**config.mk**
```make
export PLATFORM = sky130hd
export DESIGN_NAME = pio_debounce_irq
export DESIGN_NICKNAME = d
export VERILOG_FILES = /design/src/rtl/pio_debounce_irq.sv
export SDC_FILE = /design/constraint.sdc
export NUM_CORES = 1
export LEC_CHECK = 0
export ABC_CLOCK_PERIOD_IN_PS = 9190
export CAP_MARGIN = 5
export CORE_MARGIN = 1
export CORE_UTILIZATION = 62
export CTS_CLUSTER_DIAMETER = 150
export DETAILED_ROUTE_END_ITERATION = 12
export GPL_TIMING_DRIVEN = 0
export PLACE_DENSITY = 0.95
export SLEW_MARGIN = 20
export SYNTH_ARGS = -nofsm -noshare
export SYNTH_HDL_FRONTEND = slang
export SYNTH_SLANG_ARGS = --single-unit
```
**constraint.sdc**
```tcl
create_clock -name clk -period 9.19 [get_ports clk]
set_input_delay 1.3785 -clock clk [delete_from_list [all_inputs] [get_ports clk]]
set_output_delay 1.3785 -clock clk [all_outputs]
set_load 0.1 [all_outputs]
```
**src/rtl/pio_debounce_irq.sv**
```systemverilog
// Avalon-MM PIO: debounced inputs with edge capture and masked level irq,
// plus an output register with optional per-bit hardware blink.
module pio_debounce_irq #(
   parameter int IN_WIDTH = 2,
   parameter int OUT_WIDTH = 2,
   parameter int DEBOUNCE_CYCLES = 50000,
   parameter int EDGE_MODE = 2,
   parameter logic [OUT_WIDTH-1:0] OUT_RESET = '0
) (
   input  logic                 clk,
   input  logic                 reset,
   input  logic [2:0]           avs_address,
   input  logic                 avs_read,
   input  logic                 avs_write,
   input  logic [31:0]          avs_writedata,
   output logic [31:0]          avs_readdata,
   input  logic [IN_WIDTH-1:0]  pio_in,
   output logic [OUT_WIDTH-1:0] pio_out,
   output logic                 irq
);

   localparam int DB_W = $clog2(DEBOUNCE_CYCLES);
   localparam logic [DB_W-1:0] DB_LOAD = DB_W'(DEBOUNCE_CYCLES - 1);
   localparam logic [DB_W-1:0] DB_LAST = DB_W'(1);

   logic [IN_WIDTH-1:0]            sync_1, sync_2, stable, accept, edge_set;
   logic [IN_WIDTH-1:0]            capture, irq_mask, cap_clr;
   logic [IN_WIDTH-1:0][DB_W-1:0]  db_cnt;
   logic [OUT_WIDTH-1:0]           out_reg, blink_en;
   logic [31:0]                    blink_period, blink_cnt, rd_mux;
   logic                           phase;
   logic                           wr_out, wr_mask, wr_cap, wr_ben, wr_period;

   assign wr_out    = avs_write && (avs_address == 3'd1);
   assign wr_mask   = avs_write && (avs_address == 3'd2);
   assign wr_cap    = avs_write && (avs_address == 3'd3);
   assign wr_ben    = avs_write && (avs_address == 3'd4);
   assign wr_period = avs_write && (avs_address == 3'd5);

   assign cap_clr = wr_cap ? avs_writedata[IN_WIDTH-1:0] : '0;

   // A bit is accepted on the DEBOUNCE_CYCLES-th consecutive disagreeing sample.
   always_comb begin
      accept = '0;
      for (int i = 0; i < IN_WIDTH; i++)
         accept[i] = (sync_2[i] != stable[i]) && (db_cnt[i] == DB_LAST);
   end

   always_comb begin
      if (EDGE_MODE == 0)
         edge_set = accept & sync_2;
      else if (EDGE_MODE == 1)
         edge_set = accept & ~sync_2;
      else
         edge_set = accept;
   end

   // Down-counter per bit: 0 = idle, loaded on first mismatch, terminal at 1.
   always_ff @(posedge clk or posedge reset) begin
      if (reset) begin
         sync_1 <= '0;
         sync_2 <= '0;
         stable <= '0;
         db_cnt <= '0;
      end else begin
         sync_1 <= pio_in;
         sync_2 <= sync_1;
         stable <= (stable & ~accept) | (sync_2 & accept);
         for (int i = 0; i < IN_WIDTH; i++) begin
            if (sync_2[i] == stable[i] || accept[i])
               db_cnt[i] <= '0;
            else if (db_cnt[i] == '0)
               db_cnt[i] <= DB_LOAD;
            else
               db_cnt[i] <= db_cnt[i] - DB_LAST;
         end
      end
   end

   always_ff @(posedge clk or posedge reset) begin
      if (reset) begin
         capture  <= '0;
         irq_mask <= '0;
         out_reg  <= OUT_RESET;
         blink_en <= '0;
         irq      <= 1'b0;
         pio_out  <= OUT_RESET;
      end else begin
         capture <= (capture & ~cap_clr) | edge_set;
         if (wr_mask) irq_mask <= avs_writedata[IN_WIDTH-1:0];
         if (wr_out)  out_reg  <= avs_writedata[OUT_WIDTH-1:0];
         if (wr_ben)  blink_en <= avs_writedata[OUT_WIDTH-1:0];
         irq     <= |(capture & irq_mask);
         pio_out <= out_reg ^ (blink_en & {OUT_WIDTH{phase}});
      end
   end

   // Half-period timer counts down from N-1; phase toggles on reaching 0.
   always_ff @(posedge clk or posedge reset) begin
      if (reset) begin
         blink_period <= '0;
         blink_cnt    <= '0;
         phase        <= 1'b0;
      end else if (wr_period) begin
         blink_period <= avs_writedata;
         blink_cnt    <= (avs_writedata == 32'd0) ? 32'd0 : avs_writedata - 32'd1;
         phase        <= 1'b0;
      end else if (blink_period == 32'd0) begin
         blink_cnt <= '0;
         phase     <= 1'b0;
      end else if (blink_cnt == 32'd0) begin
         blink_cnt <= blink_period - 32'd1;
         phase     <= ~phase;
      end else begin
         blink_cnt <= blink_cnt - 32'd1;
      end
   end

   always_comb begin
      rd_mux = '0;
      case (avs_address)
         3'd0: rd_mux[IN_WIDTH-1:0]  = stable;
         3'd1: rd_mux[OUT_WIDTH-1:0] = out_reg;
         3'd2: rd_mux[IN_WIDTH-1:0]  = irq_mask;
         3'd3: rd_mux[IN_WIDTH-1:0]  = capture;
         3'd4: rd_mux[OUT_WIDTH-1:0] = blink_en;
         3'd5: rd_mux                = blink_period;
         default: rd_mux = '0;
      endcase
   end

   always_ff @(posedge clk or posedge reset) begin
      if (reset)
         avs_readdata <= '0;
      else if (avs_read)
         avs_readdata <= rd_mux;
   end

endmodule

```
Yosys cells after proc, flatten, opt, wreduce, memory -nomap -nowiden
Index checks and enable logic that the tools add are counted. Widths: inputs -> output; s select.

Flip-flop bits (word level): 146. Input port bits: 41. Output and inout port bits: 35. Logic and storage cells: 73.

Add/sub/neg operators: 5. Eq/ne operators: 11. Mux-type cells: 14. Bitwise logic cells: 11. Reductions and logical operators: 17.

Operator list (number): $mux 32 (4); $logic_not 32->1 (3); $sub 32x1->32 const B (3); $mux 16 (4); $eq 16x1->1 const B (2); $logic_not 16->1 (2); $sub 16x1->16 const B (2); $mux 30 (1); $pmux 2 s6 (1); $and 2x2->2 (5); $logic_and 1x1->1 (7); $eq 3x2->1 const B (2); $eq 3x3->1 const B (2); $not 2->2 (2); $or 2x2->2 (2); $eq 3x1->1 const B (1); $logic_not 3->1 (1); $mux 1 (3); $reduce_bool 3->1 (1); $eq 1x1->1 (2); $logic_or 1x1->1 (2); $mux 2 (1); $ne 1x1->1 (2); $reduce_or 2->1 (1); 2 further kinds (2).

Logic depth before layout (Yosys ltp)
Gate-level depths: netlist of the first run.

Word-level depth: 6. Depth in mapped cells: 14. Depth with buffers taken out: 11.

Worst setup path before layout of the first run
Ideal clock, no wire load.

Path type: reg-to-reg. Start point: reg blink_cnt[11]. End point: reg blink_cnt[26]. Setup time: 101 ps. Arrival time: 3720 ps. Required time: 9089 ps. Setup slack: 5369 ps. Cell stages (with the launch flop): 14. Path buffers: 3. Clock period less this slack: 3821 ps. Cell sequence: dfrtp_1 > or4_4 > or4_4 > nor4_2 > clkbuf_1 > buf_1 > a21oi_1 > ha_1 > and2_1 > nand3_1 > or4_1 > buf_2 > nor4_1 > o32ai_1.

Cells in the longest elaborated chain, start to end: 4. Elaborated cells on any way between the ends: 5. Classes of those cells: add/sub (1); mux (3); reduce/logical (1).

Ends and longest elaborated chain: from (decl) (line 30) `logic [31:0] blink_period, blink_cnt, rd_mux;`; from (signal assigned) (line 106) `blink_cnt <= (avs_writedata == 32'd0) ? 32'd0 : avs_writedata - 32'd1;`; from (signal assigned) (line 112) `blink_cnt <= blink_period - 32'd1;`; from (signal assigned) (line 115) `blink_cnt <= blink_cnt - 32'd1;`; $sub 32x1->32 or $logic_not 32->1 (tied branches) (line 115, 111); $mux 32 (*) (line 111) `end else if (blink_cnt == 32'd0) begin`; $mux 32 (*) (line 108) `end else if (blink_period == 32'd0) begin`; $mux 32 (*) (line 104) `end else if (wr_period) begin`.

Mark *: on every way between the ends. The rest lies on a longest branch, timed or not. A chain may end at the register's enable or synchronous reset.

Final worst setup path of the first run
Ends and elaborated chain as after synthesis.

==> impl_metrics.yaml, run 1 <==
outcome:
  status: "completed"
floorplan:
  core-area_um2: 12200
  num_rows: 40
  io_pins: 76
  die_h_um: 114
  die-area_um2: 13000
  die_w_um: 114
  start_util_pct: 64.2
global_routing:
  grt_pass1_wl_mm: 34.8
  grt_use_total_pct: 34.8
  grt_pass1_vias: 7203
  overflow: 0
  grt_max_degree: 89
  antenna_found_initial: 0
min_path:
  hold_path_class: "reg -> reg"
  hold_start: "sync_1[0]"
  hold_depth: 0
  hold_path_end: "sync_2[0]"
sta:
  fin_setup_tns_ps: 0
  holdWs_ps: 354
  maxSlewHeadroom_pct: 34.2
  timing.fmax_mhz: 200
  hold_viol: 0
  period_minus_slack_ps: 4990
  fin_ws_ps: 4200
  setup_viol: 0
  drv_slew: 0
  tightestPinTransition_ps: 984
  period_share_pct: 54.3
  finClkSkew_ps: 8.18
  rsz0062_at_grt: "no"
cts:
  clockRootBuffer: "clkbuf_16"
  clockBufferDepth: 2
  numCtsBuffers: 17
  cts_sinks: 146
  clk_pin_slew_ps: 60
  clk_latency_ps: 440
  h-tree-depth: 4
  cts_tree: "done"
  cts_setup_buffers: 0
  cts_resized: 0
  postCtsHoldBufs: 0
logic_synthesis:
  yosys_warnings: 0
  async_reset_ff_share_pct: 100
  synth_area_per_cell_um2: 8.91
  ys_ff_latch: 146
  ys_seq_area_share_pct: 46.8
  yosysUniqueCellTypes: 58
  synth_edf_count: 0
  syn_nets: 925
  syn_inst: 877
  syn_area_um2: 7810
  ys.flop_type: "dfrtp_1"
finish:
  drive_gt1_share_pct: 5.50
  layout_commonest_cell: "nand2_1"
  antenna_cells: 0
  fin_util_pct: 77.3
  area_growth_pct: 20.3
  final_cell_mix: "nand2_1 (152), dfrtp_1 (146), clkdlybuf4s50_1 (73)"
  nets: 1018
drt:
  ant_nets: 0
  viasPerCell: 6.38
  wl_mm: 21.4
  drt-wirelength-per-cell_um: 18.7
  drt_iter0_markers: 939
  num_vias: 7332
  route.detailed.drc: 0
  first_pass_iters: 7
worst_setup_path:
  r2r-end: "blink_cnt[26]"
  timing.critical_path.mode_cell: "or4_4"
  crit_required_ps: 9510
  worst-r2r-cell-count: 13
  rrSetupSlack_ps: 4200
  endpoint_kind: "flip-flop"
  cp_cell_sequence: "or4_4 -> or4_4 -> nor4_2 -> clkbuf_1 -> buf_1 -> a21oi_1 -> ha_1 -> and2_1 -> nand3_1 -> or4_1 -> buf_2 -> nor4_1 -> o32ai_1"
  crit_start: "blink_cnt[11]"
  cp-start-kind: "flip-flop"
  critPathKind: "reg -> reg"
  cp_max_fo: 10
  crit_arrival_ps: 5310
  crit_slowest_cell: "nor4_2"
  rr_startpoint: "blink_cnt[11]"
  critPathMaxStageDelay_ps: 700
pwr:
  p_leak_uw: 0.00383
  max-vdd-ir-drop_mv: 0.246
  p_total_uw: 2490
  powerDensity_nw_per_um2: 265
place:
  pre_cts_slack_ps: 4400
  hpwlAfterDp_mm: 14.3
  numPortBuffers: 73
  gp_congestion: 0.942
flow_run:
  drv_cap: 0
[where the power goes]
| group | internal, µW | switching, µW |
|---|---|---|
| clock network | 453 | 270 |
| logic | 314 | 493 |
| registers | 787 | 173 |
[cell families after synthesis]
family | after synthesis | synth area share (%)
mux | 19 | 2.90
flops | 146 | 46.8
buf+inv | 75 | 3.62
fa+ha+maj | 7 | 1.12
compound gates | 185 | 14.3
simple gates | 376 | 23.5
xor+xnor | 69 | 7.74
[routing by layer]
layer | part of all wire (%) | vias up | track usage [%]
met1 | 39 | 3453 | 43.8
met4 | 4.6 | 0 | 19.0
met2 | 47 | 461 | 55.7
met5 | 0 | - | 0
li1 | - | 3305 | -
met3 | 9.5 | 113 | 8.21
[cell usage after synthesis, types with 8 or more instances]
cell / instances / area share [%]
dfrtp_1: 146 / 47
nand2_1: 152 / 7.3
mux2i_1: 8 / 1.0
nor4_1: 30 / 2.4
clkbuf_1: 31 / 1.5
nor2_1: 68 / 3.3
nor3_1: 32 / 2.1
xor2_1: 22 / 2.5
o22ai_1: 23 / 1.8
xnor2_1: 47 / 5.3
or4_1: 23 / 2.2
mux2_2: 9 / 1.3
o21ai_0: 56 / 3.6
or3_1: 18 / 1.4
inv_1: 42 / 2.0
nand3_1: 11 / 0.70
a21oi_1: 53 / 3.4
[stage by stage]
stage,cells,area [µm²]
after global routing,1150,9400
after floorplan,877,7810
after global placement,1118,8750
after detailed placement,1119,8790
final,1150,9400
after CTS,1150,9400
[worst max-delay path by stage]
stage / to / slack [ps] / cells after the start
after detailed placement: blink_cnt[29] / 4400 / 8
final: blink_cnt[26] / 4200 / 13
after global routing: blink_cnt[26] / 4080 / 13
after floorplan: asynchronous set/reset pin / 3890 / 1
after global placement: avs_readdata[23] / 1970 / 2
after CTS: blink_cnt[26] / 4380 / 13
[critical path: cells and delay by family (launching register included)]
family	cells	cell delay (ps)
buffers and inverters	3	1250
adders and majority gates	1	270
AOI/OAI and AO/OA	2	410
and+or+nand+nor	7	2480
DFF	1	450
[area by class of cell]
type | instances | area, µm²
Clock buffer | 22 | 484
Clock inverter | 9 | 129
Multi-Input combinational cell | 656 | 3870
Tap cell | 168 | 210
Buffer | 33 | 125
Timing Repair Buffer | 74 | 758
Sequential cell | 146 | 3650
Inverter | 42 | 165
Fill cell | 831 | 2760
(Power assumes the default switching activity.)
==> run 2: changes to the inputs <==
ABC_CLOCK_PERIOD_IN_PS = 4800   (was 9190)
CORE_UTILIZATION = 58   (was 62)
PLACE_DENSITY = 0.93   (was 0.95)
clock period = 4.8 ns   (was 9.19 ns; I/O delays follow)
==> run 2 against run 1 <==
Effect of this change:
- power is 88% higher
- maximum frequency is 12% higher
- sequential power is 90% higher
- critical endpoint unchanged
- global-route usage is 3.2 points lower
- sequential share of layout area is 0.057 points higher
- via count is 2.6% lower
==> impl_metrics.yaml, run 2 (synthesis gave the netlist of run 1 again) <==
outcome:
  status: "completed"
worst_setup_path:
  crit_start: "blink_cnt[11]"
  cp_max_fo: 10
  endpoint_kind: "flip-flop"
  critPathKind: "reg -> reg"
  cp_cell_sequence: "or4_4 -> or4_4 -> nor4_4 -> clkbuf_1 -> clkbuf_2 -> a21oi_1 -> ha_1 -> and2_1 -> nand3_1 -> or4_1 -> buf_2 -> nor4_1 -> o32ai_1"
  crit_arrival_ps: 4800
  timing.critical_path.mode_cell: "or4_4"
  cp-start-kind: "flip-flop"
  rr_startpoint: "blink_cnt[11]"
  crit_slowest_cell: "or4_4"
  critPathMaxStageDelay_ps: 590
  crit_required_ps: 5130
cts:
  cts_sinks: 146
  h-tree-depth: 4
  numCtsBuffers: 17
  cts_tree: "done"
  clockRootBuffer: "clkbuf_16"
  postCtsHoldBufs: 0
  clk_pin_slew_ps: 60
  clk_latency_ps: 430
  clockBufferDepth: 2
drt:
  wl_mm: 20.9
  first_pass_iters: 5
  viasPerCell: 6.16
  drt_iter0_markers: 631
  route.detailed.drc: 0
  num_vias: 7138
  drt-wirelength-per-cell_um: 18.0
  ant_nets: 0
floorplan:
  io_pins: 76
  die_w_um: 118
  num_rows: 42
  die_h_um: 118
  core-area_um2: 13200
  start_util_pct: 59.2
  die-area_um2: 13900
sta:
  fin_ws_ps: 333
  finClkSkew_ps: 7.29
  timing.fmax_mhz: 224
  period_share_pct: 93.1
  maxSlewHeadroom_pct: 33.6
  setup_viol: 0
  rsz0062_at_grt: "no"
  hold_viol: 0
  period_minus_slack_ps: 4470
  drv_slew: 0
  tightestPinTransition_ps: 992
place:
  hpwlAfterDp_mm: 14.6
  dp_cells: 1127
  gp_congestion: 0.983
  pre_cts_slack_ps: 149
  numPortBuffers: 73
global_routing:
  overflow: 0
  grt_pass1_vias: 6916
  antenna_found_initial: 0
  met2_usage_pct: 50.8
  grt_use_met3_pct: 7.03
  use_met1_pct: 40.9
  busiest_layer: "met2"
  grt_pass1_wl_mm: 34.6
  grt_max_degree: 75
  grt_use_total_pct: 31.5
finish:
  fin_util_pct: 71.2
  layout_commonest_cell: "nand2_1"
  area_growth_pct: 20.2
  final_cell_mix: "nand2_1 (152), dfrtp_1 (146), clkdlybuf4s50_1 (73)"
  antenna_cells: 0
  fin_cells: 1159
  drive_gt1_share_pct: 5.70
  nets: 1018
pwr:
  powerDensity_nw_per_um2: 498
  p_leak_uw: 0.00381
  max-vdd-ir-drop_mv: 0.351
  p_total_uw: 4670
flow_run:
  drv_cap: 0
min_path:
  hold_start: "sync_1[1]"
  hold_path_class: "reg -> reg"
==> run 2: path summary, 6_finish.rpt <==
kind                            slack (ps)               end  cells past startpoint
max in group asynchronous             3330  avs_readdata[30]                      3
min in group asynchronous              740   avs_readdata[9]                      2
worst max register to register         330     blink_cnt[26]                     13
worst max-delay path                   330     blink_cnt[26]                     13
worst min register to register         360         sync_2[1]                      0
worst min-delay path                   360         sync_2[1]                      0
==> run 2: power by group <==
part	internal [µW]	total [µW]	leakage, µW	switching, µW
Clock	750	1320	0.000268	566
Combinational	603	1540	0.00165	933
Sequential	1510	1820	0.00189	316
==> run 2: stage by stage <==
step                area, µm²  hold slack, ps  setup TNS (ps)
floorplan                7810             331               0
global placement         8760             332         -259290
detailed placement       8800             343               0
CTS                      9380             362               0
global route             9390             378               0
finish                   9390             360               0
==> run 2: critical path: cells and delay by family (launching register included) <==
family	cells	cell delay, ps
AND/OR/NAND/NOR	7	2280
buffers and inverters	3	1060
flip-flops	1	440
AO/OA/AOI/OAI	2	340
adder cells (fa/ha/maj)	1	240
==> run 2: layout make-up <==
cell class                      instances  area [µm²]
Fill cell                             959        3800
Sequential cell                       146        3650
Timing Repair Buffer                   74         758
Multi-Input combinational cell        656        3880
Clock buffer                           20         457
Buffer                                 33         126
Tap cell                              176         220
Clock inverter                         12         123
Inverter                               42         165
==> run 2: what timing repair did <==
action	CTS	global route
setup endpoints to repair	0	10
setup buffers	0	0
endpoints found under the hold margin	0	0
resized for setup	0	2
==> run 2: per-layer routing <==
| layer | part of all wire, % | vias up | wire, µm |
|---|---|---|---|
| met2 | 48 | 341 | 10100 |
| li1 | - | 3295 | - |
| met1 | 41 | 3436 | 8490 |
| met4 | 2.8 | 0 | 577 |
| met3 | 8.2 | 66 | 1720 |
| met5 | 0 | - | 0 |
